`config.mk`:
```
export PLATFORM = sky130hd
export DESIGN_NAME = serial_add_sequencer
export DESIGN_NICKNAME = d
export VERILOG_FILES = /design/src/rtl/serial_add_sequencer.sv
export SDC_FILE = /design/constraint.sdc
export NUM_CORES = 1
export LEC_CHECK = 0
export CAP_MARGIN = 20
export CORE_UTILIZATION = 53
export CTS_CLUSTER_DIAMETER = 80
export DETAILED_ROUTE_END_ITERATION = 16
export HOLD_SLACK_MARGIN = 0.06
export PLACE_DENSITY = 0.87
export SKIP_LAST_GASP = 1
export SLEW_MARGIN = 20
export SYNTH_ARGS = -nofsm -noshare
export SYNTH_HDL_FRONTEND = slang
export SYNTH_HIERARCHICAL = 1
export SYNTH_SLANG_ARGS = --single-unit
```
`constraint.sdc`:
```
create_clock -name clk -period 2.85 [get_ports clk]
set_clock_uncertainty 0.2 [all_clocks]
set_input_delay 0.57 -clock clk [delete_from_list [all_inputs] [get_ports clk]]
set_output_delay 0.57 -clock clk [all_outputs]
set_load 0.05 [all_outputs]
```
`src/rtl/serial_add_sequencer.sv`:
```
// Bit-serial add/subtract unit: one full_adder cell processes one bit per clock,
// LSB first, with a start/busy/done handshake and held result flags.

module full_adder (
    input  logic a,
    input  logic b,
    input  logic cin,
    output logic sum,
    output logic cout
);
    assign sum  = a ^ b ^ cin;
    assign cout = (a & b) | (cin & (a ^ b));
endmodule

module serial_add_sequencer #(
    parameter int unsigned WIDTH = 32
) (
    input  logic             clk,
    input  logic             rst_n,
    input  logic             start,
    input  logic             sub,
    input  logic [WIDTH-1:0] A,
    input  logic [WIDTH-1:0] B,
    output logic             busy,
    output logic             done,
    output logic [WIDTH-1:0] S,
    output logic             Cout,
    output logic             V,
    output logic             Z
);
    localparam int unsigned CW = $clog2(WIDTH);

    typedef enum logic [1:0] {IDLE, RUN, DONE} state_t;

    state_t           state, state_nxt;
    logic [WIDTH-1:0] a_sh, b_sh, res_sh, res_nxt;
    logic [CW-1:0]    cnt;
    logic             carry;
    logic             fa_sum, fa_cout;
    logic             last_bit;

    full_adder u_fa (
        .a    (a_sh[0]),
        .b    (b_sh[0]),
        .cin  (carry),
        .sum  (fa_sum),
        .cout (fa_cout)
    );

    assign last_bit = (cnt == CW'(WIDTH - 1));
    assign res_nxt  = {fa_sum, res_sh[WIDTH-1:1]};

    always_ff @(posedge clk or negedge rst_n) begin
        if (!rst_n) state <= IDLE;
        else        state <= state_nxt;
    end

    always_comb begin
        state_nxt = state;
        busy      = 1'b0;
        done      = 1'b0;
        unique case (state)
            IDLE: if (start) state_nxt = RUN;
            RUN: begin
                busy = 1'b1;
                if (last_bit) state_nxt = DONE;
            end
            DONE: begin
                busy      = 1'b1;
                done      = 1'b1;
                state_nxt = IDLE;
            end
            default: state_nxt = IDLE;
        endcase
    end

    // Result and flags are written only on the last bit, so they never show partial sums.
    always_ff @(posedge clk or negedge rst_n) begin
        if (!rst_n) begin
            a_sh   <= '0;
            b_sh   <= '0;
            res_sh <= '0;
            cnt    <= '0;
            carry  <= 1'b0;
            S      <= '0;
            Cout   <= 1'b0;
            V      <= 1'b0;
            Z      <= 1'b0;
        end else begin
            unique case (state)
                IDLE: if (start) begin
                    a_sh  <= A;
                    b_sh  <= sub ? ~B : B;
                    carry <= sub;
                    cnt   <= '0;
                end
                RUN: begin
                    a_sh   <= a_sh >> 1;
                    b_sh   <= b_sh >> 1;
                    carry  <= fa_cout;
                    res_sh <= res_nxt;
                    if (last_bit) begin
                        S    <= res_nxt;
                        Cout <= fa_cout;
                        V    <= carry ^ fa_cout;
                        Z    <= ~|res_nxt;
                    end else begin
                        cnt <= cnt + CW'(1);
                    end
                end
                default: ;
            endcase
        end
    end
endmodule

```
==> flow_metrics.py, run 1 <==
metrics = {
    "outcome": {
        "status": "complete, no violations",
    },
    "timing": {
        "slew_violations": 0,
        "max_slew_margin_pct": 62.8,
        "worst_pin_slew_ns": 0.558,
        "setup_slack_ns": 0.146,
        "setup_viol": 0,
        "finalHoldViolations": 0,
        "min_period_ns": 2.70,
        "fin_tns_setup_ns": 0,
        "whs_ns": 0.279,
        "fmax_mhz": 370,
        "finalCritPeriodShare_pct": 94.9,
        "rsz0062_at_grt": "no",
    },
    "cells_and_area": {
        "layout_common_cells": "dfrtp_1, clkdlybuf4s50_1, nand2_1, mux2_2, o21ai_1",
        "nNetsFinal": 718,
        "drive_gt1_share_pct": 16.2,
        "area_growth_pct": 27.3,
        "fin_area_um2": 7950,
        "final_common_cell": "dfrtp_1",
        "fill_cells": 832,
        "antenna_cells": 0,
    },
    "setup_path": {
        "reg2reg_depth": 8,
        "start_kind": "flop",
        "required_ns": 2.08,
        "r2r-end": "cnt[2]",
        "crit_end": "done",
        "r2r_start": "cnt[0]",
        "cp_data_arrival_time_ns": 1.93,
        "worstSetupPathType": "flop to output pin",
        "ff2ff_setup_slack_ns": 0.50,
        "crit_path_end_kind": "output pin",
        "startpoint": "state[0]",
        "crit_fanout": 4,
    },
    "power": {
        "clkPwrFrac_pct": 28.2,
        "power_frac_seq_pct": 40.7,
        "power_frac_comb_pct": 31.1,
        "swShare_pct": 33.8,
        "switching_power_mw": 2.58,
        "peakVddDrop_mv": 0.632,
        "internal-power_mw": 5.05,
        "p_per_area_nw_per_um2": 959,
        "leakage_nw": 3.59,
    },
    "clock_network": {
        "post_cts_buffers": 0,
        "h-tree-depth": 4,
        "clk_path_buf_depth": 2,
        "clk_pin_slew_ns": 0.06,
        "clock-root-buffer": "clkbuf_16",
        "cts_sinks": 138,
        "clk_latency_ns": 0.41,
        "cts_tree": "built",
        "cts_buffers": 17,
    },
    "logic_synthesis": {
        "synth-seq-cells": 138,
        "post-synth-top-area-cell": "dfrtp_1",
        "ys_seq_area_share_pct": 55.3,
        "postSynthCellCount": 546,
        "synth.net_count": 621,
        "yosysWarningCount": 6,
        "yosysTopAreaCellShare_pct": 55.3,
        "synth_area_leaders": "dfrtp_1, mux2_2, mux2i_1",
        "syn_avg_cell_area_um2": 11.4,
        "synth_cell_types": 31,
        "syn_area_um2": 6250,
    },
    "placed_design": {
        "place_area_um2": 7360,
        "post-place-ws_ns": 0.463,
        "dpl.hpwl_um": 8210,
        "numPortBuffers": 104,
        "gp_congestion": 0.761,
    },
    "route": {
        "via_count": 4223,
        "vias_per_cell": 5.29,
        "drc_errors": 0,
        "drt-pass1-iter-count": 6,
        "ant_nets": 0,
        "wl_um": 11900,
        "wl_per_cell_um": 14.9,
        "drtIter0Drc": 199,
    },
    "global_routing": {
        "antenna_found_initial": 0,
        "grt.overflow.total": 0,
        "first_global_vias": 4297,
        "grtUsageTotal_pct": 20.9,
        "grt_max_degree": 89,
        "grt_pass1_wl_um": 20600,
        "met2_usage_pct": 35.9,
        "gr-usage-met3_pct": 4.12,
        "busiest_layer": "met2",
        "use_met1_pct": 26.3,
    },
    "die": {
        "die_height_um": 111,
        "ios": 105,
        "coreArea_um2": 11500,
        "dieWidth_um": 111,
        "placementRows": 39,
        "dieArea_um2": 12200,
        "initial_core_util_pct": 54.5,
    },
    "min_path": {
        "hold_class": "flop to flop",
    },
    "run": {
        "cap_violations": 0,
    },
}
==> worst min path at each step <==
stage / from / end / slack [ns] / cells after the start
2_1_floorplan: rst_n / Cout / 0.07 / 0
3_3_place_gp: b_sh[31] / b_sh[31] / 0.26 / 2
3_5_place_dp: Z / Z / 0.27 / 2
4_1_cts: b_sh[8] / b_sh[8] / 0.28 / 2
5_1_grt: a_sh[28] / a_sh[28] / 0.30 / 2
6_report: a_sh[28] / a_sh[28] / 0.28 / 2
==> layout make-up <==
type / count / area (um^2) / share of cell area, %
Tap cell: 143 / 179 / 2.25
Clock inverter: 13 / 143 / 1.79
Multi-Input combinational cell: 367 / 2550 / 32.1
Clock buffer: 19 / 443 / 5.57
Sequential cell: 138 / 3450 / 43.4
Inverter: 3 / 11.3 / 0.142
Timing Repair Buffer: 116 / 1170 / 14.7
==> power by group through the flow <==
stage / Combinational, mW / Clock [mW] / Sequential (mW)
CTS: 2.41 / 2.18 / 3.11
global route: 2.66 / 2.28 / 3.20
finish: 2.37 / 2.15 / 3.10
floorplan: 2.01 / 0 / 2.96
global placement: 2.25 / 0 / 3.06
detailed placement: 2.39 / 0 / 3.12
==> registers in the layout, indices dropped and copies added, names as in the netlist <==
name / flops
Cout: 1
res_sh: 31
a_sh: 32
S: 32
cnt: 5
state: 2
carry: 1
b_sh: 32
Z: 1
V: 1
==> timing repair <==
action | in CTS | in global routing
setup endpoints to repair | 0 | 1
hold endpoints to repair | 48 | 0
hold buffers | 1 | 0
gates resized for setup | 0 | 1
==> through the flow <==
stage,utilization (%),cells,power [mW]
4_1_cts,69.3,799,7.71
3_3_place_gp,64.1,766,5.31
2_1_floorplan,-,546,4.97
3_5_place_dp,64.1,766,5.51
5_1_grt,69.4,799,8.14
6_report,69.4,799,7.63
==> Yosys cell counts <==
cell type and count:
nor2b_1 1, inv_1 3, clkbuf_1 7, o31ai_1 2
nand3b_1 1, nor3_1 1, nand4_1 2, ha_1 6
mux2_2 59, and3_1 1, nand2_1 69, o21a_1 1
clkbuf_2 4, a21bo_2 1, nor2_1 32, nand4b_1 1
mux2i_1 33, xnor2_1 33, nand2b_1 1, a21o_1 1
a22o_1 7, buf_6 9, fa_1 1, nor4_1 8
buf_4 6, o21ai_0 18, o21ai_1 50, dfrtp_1 138
mux2_1 6, a21oi_1 32, buf_2 12
==> worst max-delay path: stages (launching register included) <==
cell	delay (ns)
dfrtp_1	0.42
inv_1	0.15
ha_1	0.17
clkdlybuf4s50_1	0.80
==> kinds of logic after synthesis <==
| logic type | Yosys count | synth area share, % |
|---|---|---|
| flip-flops | 138 | 55.3 |
| AND/OR/NAND/NOR | 117 | 7.71 |
| AO/OA/AOI/OAI | 112 | 9.63 |
| multiplexers | 98 | 17.0 |
| buffers and inverters | 41 | 4.23 |
| XOR/XNOR | 33 | 4.63 |
| adder cells (fa/ha/maj) | 7 | 1.52 |
==> metal layers <==
layer | share of wire, % | up-vias | wire, um
met5 | 0 | - | 0
met4 | 1.2 | 0 | 138
met1 | 44 | 2028 | 5190
met3 | 4.0 | 16 | 480
li1 | - | 2070 | -
met2 | 51 | 109 | 6090
Power figures use the tool's default switching activity.
==> run 2, diff against run 1 <==
Settings changed: CAP_MARGIN 20 to default.
==> results of run 2 <==
Final layout, timing and power as in run 1 (identical DEF).
